<file path="config.mk">
export PLATFORM = sky130hd
export DESIGN_NAME = cpu0_seq_flat
export DESIGN_NICKNAME = d
export VERILOG_FILES = /design/src/rtl/cpu0_pkg.sv /design/src/rtl/cpu0_seq_if.sv /design/src/rtl/cpu0_opclass.sv /design/src/rtl/cpu0_seq.sv /design/src/flat_wrapper.sv
export SDC_FILE = /design/constraint.sdc
export NUM_CORES = 1
export LEC_CHECK = 0
export CAP_MARGIN = 30
export CORE_MARGIN = 1.5
export CORE_UTILIZATION = 28
export CTS_BUF_LIST = sky130_fd_sc_hd__clkbuf_4 sky130_fd_sc_hd__clkbuf_8
export CTS_CLUSTER_DIAMETER = 80
export DETAILED_ROUTE_END_ITERATION = 16
export PLACE_DENSITY = 0.89
export SYNTH_ARGS = -nofsm -noshare
export SYNTH_HDL_FRONTEND = slang
export SYNTH_SLANG_ARGS = --single-unit
export TNS_END_PERCENT = 10
</file>
<file path="constraint.sdc">
create_clock -name clock -period 1.5 [get_ports clock]
set_input_delay 0.15 -clock clock [delete_from_list [all_inputs] [get_ports clock]]
set_output_delay 0.15 -clock clock [all_outputs]
set_load 0.05 [all_outputs]
</file>
<file path="src/rtl/cpu0_pkg.sv">
// Shared encodings for the CPU0 control sequencer: opcodes, FSM states,
// ALU operations and datapath mux selects.
package cpu0_pkg;

  typedef enum logic [2:0] {
    FETCH  = 3'd0,
    DECODE = 3'd1,
    EXEC   = 3'd2,
    MEM    = 3'd3,
    WB     = 3'd4,
    HALT   = 3'd7
  } state_e;

  typedef enum logic [2:0] {
    CL_ALU,
    CL_LD,
    CL_ST,
    CL_JMP,
    CL_ILLEGAL
  } op_class_e;

  localparam logic [7:0] OP_LD  = 8'h00;
  localparam logic [7:0] OP_ST  = 8'h01;
  localparam logic [7:0] OP_ADD = 8'h13;
  localparam logic [7:0] OP_SUB = 8'h14;
  localparam logic [7:0] OP_MUL = 8'h15;
  localparam logic [7:0] OP_DIV = 8'h16;
  localparam logic [7:0] OP_AND = 8'h18;
  localparam logic [7:0] OP_OR  = 8'h19;
  localparam logic [7:0] OP_XOR = 8'h1A;
  localparam logic [7:0] OP_SHL = 8'h1E;
  localparam logic [7:0] OP_SHR = 8'h1F;
  localparam logic [7:0] OP_JMP = 8'h26;

  localparam logic [3:0] ALU_PASS = 4'h2;
  localparam logic [3:0] ALU_ADD  = 4'h3;
  localparam logic [3:0] ALU_SHR  = 4'hF;

  localparam logic       MAR_SEL_PC   = 1'b0;
  localparam logic       MAR_SEL_MAR  = 1'b1;
  localparam logic       PC_SRC_PLUS4 = 1'b0;
  localparam logic       PC_SRC_ALU   = 1'b1;
  localparam logic       A_SEL_RB     = 1'b0;
  localparam logic       A_SEL_PC     = 1'b1;
  localparam logic [1:0] B_SEL_RC     = 2'd0;
  localparam logic [1:0] B_SEL_CX16   = 2'd1;
  localparam logic [1:0] B_SEL_CX24   = 2'd2;
  localparam logic       WD_SEL_ALU   = 1'b0;
  localparam logic       WD_SEL_MDR   = 1'b1;

endpackage

</file>
<file path="src/rtl/cpu0_seq_if.sv">
// Memory request/ready handshake between the CPU0 sequencer and memory.
interface cpu0_seq_if;
  logic mem_en;
  logic mem_rw;
  logic mem_ready;

  modport master (output mem_en, output mem_rw, input mem_ready);
  modport slave  (input mem_en, input mem_rw, output mem_ready);
endinterface

</file>
<file path="src/rtl/cpu0_opclass.sv">
// Opcode classifier: maps ir[31:24] to an instruction class and ALU opcode.
module cpu0_opclass
  import cpu0_pkg::*;
(
  input  logic [7:0] op,
  output op_class_e  op_class,
  output logic [3:0] alu_op
);

  always_comb begin
    op_class = CL_ILLEGAL;
    alu_op   = ALU_ADD;
    case (op)
      OP_LD:  op_class = CL_LD;
      OP_ST:  op_class = CL_ST;
      OP_JMP: op_class = CL_JMP;
      OP_ADD, OP_SUB, OP_MUL, OP_DIV, OP_AND,
      OP_OR, OP_XOR, OP_SHL, OP_SHR: begin
        op_class = CL_ALU;
        alu_op   = op[3:0];
      end
      default: ;
    endcase
  end

endmodule

</file>
<file path="src/rtl/cpu0_seq.sv">
// CPU0 multi-cycle control sequencer (FETCH/DECODE/EXEC/MEM/WB/HALT).
// Optional memory wait timeout: define CPU0_SEQ_TIMEOUT_EN.
module cpu0_seq
  import cpu0_pkg::*;
#(
  parameter int unsigned TIMEOUT = 16
) (
  input  logic        clock,
  input  logic        reset,
  input  logic [31:0] ir,
  cpu0_seq_if.master  mem,
  output logic        mar_sel,
  output logic        mar_w,
  output logic        ir_w,
  output logic        mdr_w,
  output logic        pc_w,
  output logic        pc_src,
  output logic [3:0]  alu_op,
  output logic        alu_a_sel,
  output logic [1:0]  alu_b_sel,
  output logic        reg_w,
  output logic        wd_sel,
  output logic [2:0]  state,
  output logic        halted,
  output logic        bus_err
);

  state_e     state_q, state_d;
  op_class_e  op_class;
  logic [3:0] class_alu_op;
  logic       tmo;
  logic       mem_en_c, mem_rw_c;
  logic       unused_ir;

  assign unused_ir = ^ir[23:0];

  cpu0_opclass u_opclass (
    .op       (ir[31:24]),
    .op_class (op_class),
    .alu_op   (class_alu_op)
  );

`ifdef CPU0_SEQ_TIMEOUT_EN
  localparam int unsigned CW = $clog2(TIMEOUT + 1);
  logic [CW-1:0] wait_cnt;
  logic          in_access;

  assign in_access = (state_q == FETCH) || (state_q == MEM);
  assign tmo       = in_access && (wait_cnt == CW'(TIMEOUT));

  always_ff @(posedge clock) begin
    if (reset) begin
      wait_cnt <= '0;
      bus_err  <= 1'b0;
    end else begin
      if (tmo) bus_err <= 1'b1;
      if (in_access && !mem.mem_ready && !tmo) wait_cnt <= wait_cnt + 1'b1;
      else                                     wait_cnt <= '0;
    end
  end
`else
  localparam int unsigned unused_timeout = TIMEOUT;
  assign tmo     = 1'b0;
  assign bus_err = 1'b0;
`endif

  always_ff @(posedge clock) begin
    if (reset) begin
      state_q <= FETCH;
      halted  <= 1'b0;
    end else begin
      state_q <= state_d;
      if (state_d == HALT) halted <= 1'b1;
    end
  end

  always_comb begin
    state_d   = state_q;
    mem_en_c  = 1'b0;
    mem_rw_c  = 1'b0;
    mar_sel   = MAR_SEL_PC;
    mar_w     = 1'b0;
    ir_w      = 1'b0;
    mdr_w     = 1'b0;
    pc_w      = 1'b0;
    pc_src    = PC_SRC_PLUS4;
    alu_op    = '0;
    alu_a_sel = A_SEL_RB;
    alu_b_sel = B_SEL_RC;
    reg_w     = 1'b0;
    wd_sel    = WD_SEL_ALU;
    case (state_q)
      FETCH: begin
        if (tmo) state_d = HALT;
        else begin
          mem_en_c = 1'b1;
          mem_rw_c = 1'b1;
          mar_sel  = MAR_SEL_PC;
          if (mem.mem_ready) begin
            ir_w    = 1'b1;
            pc_w    = 1'b1;
            pc_src  = PC_SRC_PLUS4;
            state_d = DECODE;
          end
        end
      end
      DECODE: state_d = (op_class == CL_ILLEGAL) ? HALT : EXEC;
      EXEC: begin
        alu_op = class_alu_op;
        case (op_class)
          CL_ALU: begin
            reg_w   = 1'b1;
            wd_sel  = WD_SEL_ALU;
            state_d = FETCH;
          end
          CL_JMP: begin
            alu_a_sel = A_SEL_PC;
            alu_b_sel = B_SEL_CX24;
            pc_w      = 1'b1;
            pc_src    = PC_SRC_ALU;
            state_d   = FETCH;
          end
          CL_LD, CL_ST: begin
            alu_b_sel = B_SEL_CX16;
            mar_w     = 1'b1;
            state_d   = MEM;
          end
          default: state_d = HALT;
        endcase
      end
      MEM: begin
        if (tmo) state_d = HALT;
        else begin
          mem_en_c = 1'b1;
          mar_sel  = MAR_SEL_MAR;
          mem_rw_c = (op_class == CL_LD);
          if (mem.mem_ready) begin
            if (op_class == CL_LD) begin
              mdr_w   = 1'b1;
              state_d = WB;
            end else begin
              state_d = FETCH;
            end
          end
        end
      end
      WB: begin
        reg_w   = 1'b1;
        wd_sel  = WD_SEL_MDR;
        state_d = FETCH;
      end
      HALT:    state_d = HALT;
      default: state_d = HALT;
    endcase
    // Reset forces all strobes/selects low, abandoning any access in flight.
    if (reset) begin
      mem_en_c  = 1'b0;
      mem_rw_c  = 1'b0;
      mar_sel   = 1'b0;
      mar_w     = 1'b0;
      ir_w      = 1'b0;
      mdr_w     = 1'b0;
      pc_w      = 1'b0;
      pc_src    = 1'b0;
      alu_op    = '0;
      alu_a_sel = 1'b0;
      alu_b_sel = '0;
      reg_w     = 1'b0;
      wd_sel    = 1'b0;
    end
  end

  assign mem.mem_en = mem_en_c;
  assign mem.mem_rw = mem_rw_c;
  assign state      = state_q;

endmodule

</file>
<file path="src/flat_wrapper.sv">
// flat-port wrapper written by rule: the top's interface ports become plain ports
module cpu0_seq_flat import cpu0_pkg::*;
#(
  parameter int unsigned TIMEOUT = 16
)
  (clock, reset, ir, mar_sel, mar_w, ir_w, mdr_w, pc_w, pc_src, alu_op, alu_a_sel, alu_b_sel, reg_w, wd_sel, state, halted, bus_err, mem_mem_en, mem_mem_rw, mem_mem_ready);
  cpu0_seq_if mem_i ();
  input  logic clock;
  input  logic reset;
  input  logic [31:0] ir;
  output logic mar_sel;
  output logic mar_w;
  output logic ir_w;
  output logic mdr_w;
  output logic pc_w;
  output logic pc_src;
  output logic [3:0] alu_op;
  output logic alu_a_sel;
  output logic [1:0] alu_b_sel;
  output logic reg_w;
  output logic wd_sel;
  output logic [2:0] state;
  output logic halted;
  output logic bus_err;
  output wire logic [$bits(mem_i.mem_en)-1:0] mem_mem_en;
  output wire logic [$bits(mem_i.mem_rw)-1:0] mem_mem_rw;
  input wire logic [$bits(mem_i.mem_ready)-1:0] mem_mem_ready;
  assign mem_mem_en = mem_i.mem_en;
  assign mem_mem_rw = mem_i.mem_rw;
  assign mem_i.mem_ready = mem_mem_ready;
  cpu0_seq #(.TIMEOUT(TIMEOUT)) u_core (.clock(clock), .reset(reset), .ir(ir), .mem(mem_i), .mar_sel(mar_sel), .mar_w(mar_w), .ir_w(ir_w), .mdr_w(mdr_w), .pc_w(pc_w), .pc_src(pc_src), .alu_op(alu_op), .alu_a_sel(alu_a_sel), .alu_b_sel(alu_b_sel), .reg_w(reg_w), .wd_sel(wd_sel), .state(state), .halted(halted), .bus_err(bus_err));
endmodule
</file>
==> impl_metrics.json <==
{
  "wirelength_um": 2552,
  "multi_input_area_um2": 580.6,
  "grt.busiest_layer": "met2",
  "slowest_stage": "dfxtp_4",
  "synth-compound-area-share_pct": 24.51,
  "route.detailed.drc": 0,
  "synthFlopType": "dfxtp_1",
  "fin_setup_tns_ns": -1.020,
  "worst_ep_required_time_ns": 1.35,
  "crit_path_max_incr_delay_ns": 0.37,
  "hp-class": "primary input to flop",
  "p_leak_uw": 0.0005796,
  "hold_buffers": 0,
  "finalNonFillerCells": 150,
  "rows": 15,
  "crit_chain": "nor3_2 -> nand2_2 -> nor2_4 -> or2_4 -> buf_12",
  "coreArea_um2": 1727,
  "grt_util_met3_pct": 1.984,
  "r2r.worst_path.cells": 5,
  "area_delta_synth_final_pct": 169.1,
  "finalWeightedCongestion": 0.8378,
  "antenna_found_initial": 0,
  "synth_most_common_cell": "nor2_1",
  "rsz0062_at_grt": "true",
  "vias": 789,
  "grt_max_degree": 9,
  "grt_use_total_pct": 26.90,
  "critical_path_class": "flop to primary output",
  "max_freq_mhz": 623.7,
  "io_pins": 57,
  "synth-simple-area-share_pct": 48.53,
  "drtPass1Iterations": 4,
  "diodes": 0,
  "finalSetupViolations": 15,
  "slew_viol_final": 0,
  "start_util_pct": 29.57,
  "grt_pass1_wl_um": 3912,
  "synth-adder-area-share_pct": 0,
  "ys_seq_elements": 4,
  "status": "finished with violations",
  "cts_buffers": 3,
  "h-tree-depth": 1,
  "place_inst": 142,
  "maxCapViolations": 0,
  "cts_root_buf": "clkbuf_4",
  "synth_nets": 105,
  "finalCritPeriodShare_pct": 106.9,
  "clock_path_buffers": 2,
  "synthCells": 70,
  "synth_commonest_cells": "11 x nor2_1, 7 x nand2_1, 5 x nor3_1, 4 x and3_1, 4 x dfxtp_1",
  "netlist_area_um2": 510.5,
  "grt_overflow_total": 0,
  "path_clk_slew_ns": 0.06,
  "finalCriticalPeriod_ns": 1.603,
  "syn_area_per_cell_um2": 7.293,
  "synthArstFlopShare_pct": 0,
  "grt_pass1_vias": 825,
  "numClockSinks": 4,
  "num-fill-cells": 112,
  "seq_area_frac_synth_pct": 15.69,
  "cts_tree": "yes",
  "worst_ep_arrival_time_ns": 1.45,
  "path_max_fanout": 8,
  "fin_util_pct": 79.57,
  "synth_area_leaders": "dfxtp_1 16%, nor2_1 8.1%, nand2_1 5.1%",
  "synth_mux_area_share_pct": 0,
  "end_kind": "primary output",
  "power_density_nw_per_um2": 878.9,
  "timing.hold.ws_ns": 0.4775,
  "regArea_um2": 91.34,
  "dieHeight_um": 45.70,
  "startpoint_type": "flop",
  "final_nets": 161,
  "clk_latency_ns": 0.26,
  "synth_edf_count": 0,
  "use_met2_pct": 48.73,
  "violations": "setup timing",
  "dp_hpwl_um": 1674,
  "use_met1_pct": 30.22,
  "synthXorXnorAreaFrac_pct": 1.716,
  "antenna_left": 0,
  "drive_gt1_share_pct": 78.40,
  "worst_clock_skew_ns": 0.01357,
  "ir_drop_v": 0.0007973,
  "finalHoldViolations": 0,
  "dr.first_iter.drc_count": 17,
  "fin_ws_ns": -0.1032,
  "dieWidth_um": 45.70,
  "viasPerCell": 5.260,
  "wire_per_inst_um": 17.01,
  "whs_path_depth": 6,
  "yosysUniqueCellTypes": 36,
  "die-area_um2": 2088,
  "ys_warn_count": 0,
  "io_buffers": 31,
  "synth_area_leader_cell": "dfxtp_1",
  "synth_top_area_share_pct": 15.69,
  "synth_top_family_by_area": "simple AND/OR/NAND/NOR gates"
}
-- cells in the final DEF, fill, tap and decap left out, types with 3 or more instances in the layout --
cell,instances
nor2_1,3
nand2_2,5
dlygate4sd2_1,4
clkbuf_4,4
buf_4,29
buf_2,4
buf_6,4
nor3_2,3
dfxtp_4,3
buf_12,15
nor2_4,6
-- stage by stage --
step,instance area (µm²),worst slack (ns),total power (µW)
after global placement,1209,-0.4331,888.5
after detailed placement,1209,-0.4834,915.8
after floorplan,606.8,-0.2647,625.1
final,1374,-0.1032,1207
after CTS,1344,-0.08956,1160
after global routing,1374,-0.1644,1248
-- kinds of logic after synthesis --
group	count (synthesis)
flops	4
other cells	1
simple gates	40
compound gates	16
buf+inv	8
xor+xnor	1
-- critical path: cells and delay by family (launching register included) --
family | cells | cell delay [ns]
DFF | 1 | 0.37
and+or+nand+nor | 4 | 0.71
buffers and inverters | 1 | 0.12
-- sequential cells by signal, indices dropped and copies added (netlist names) --
signal,flops
u_core.halted,1
u_core.state,3
-- layout make-up --
type | count | area share [%]
Clock buffer | 4 | 2.186
Inverter | 2 | 0.5464
Multi-Input combinational cell | 58 | 42.26
Sequential cell | 4 | 6.648
Tap cell | 25 | 2.277
Timing Repair Buffer | 57 | 46.08
-- report_power, final --
part	switching [µW]	internal, µW
Combinational	475	338
Sequential	59.0	146
Clock	70.4	120
-- path summary, 6_finish.rpt --
check / from / end / slack (ns)
worst max-delay path: u_core.state[2] / pc_w / -0.10
worst max register to register: u_core.state[1] / u_core.halted / 0.15
worst min register to register: u_core.halted / u_core.halted / 0.57
worst min-delay path: ir[31] / u_core.state[1] / 0.48
-- per-layer routing --
layer | part of all wire (%) | vias up | routed length (µm)
met5 | 0 | - | 0
met4 | 3.8 | 0 | 98
met3 | 4.0 | 10 | 103
met2 | 55 | 45 | 1393
met1 | 37 | 375 | 956
li1 | - | 359 | -
-- timing repair --
action	CTS	global route
setup endpoints to repair	19	15
pin swaps	10	4
cloned	0	0
resized for setup	55	8
setup buffers	4	0
Power figures use the tool's default switching activity.
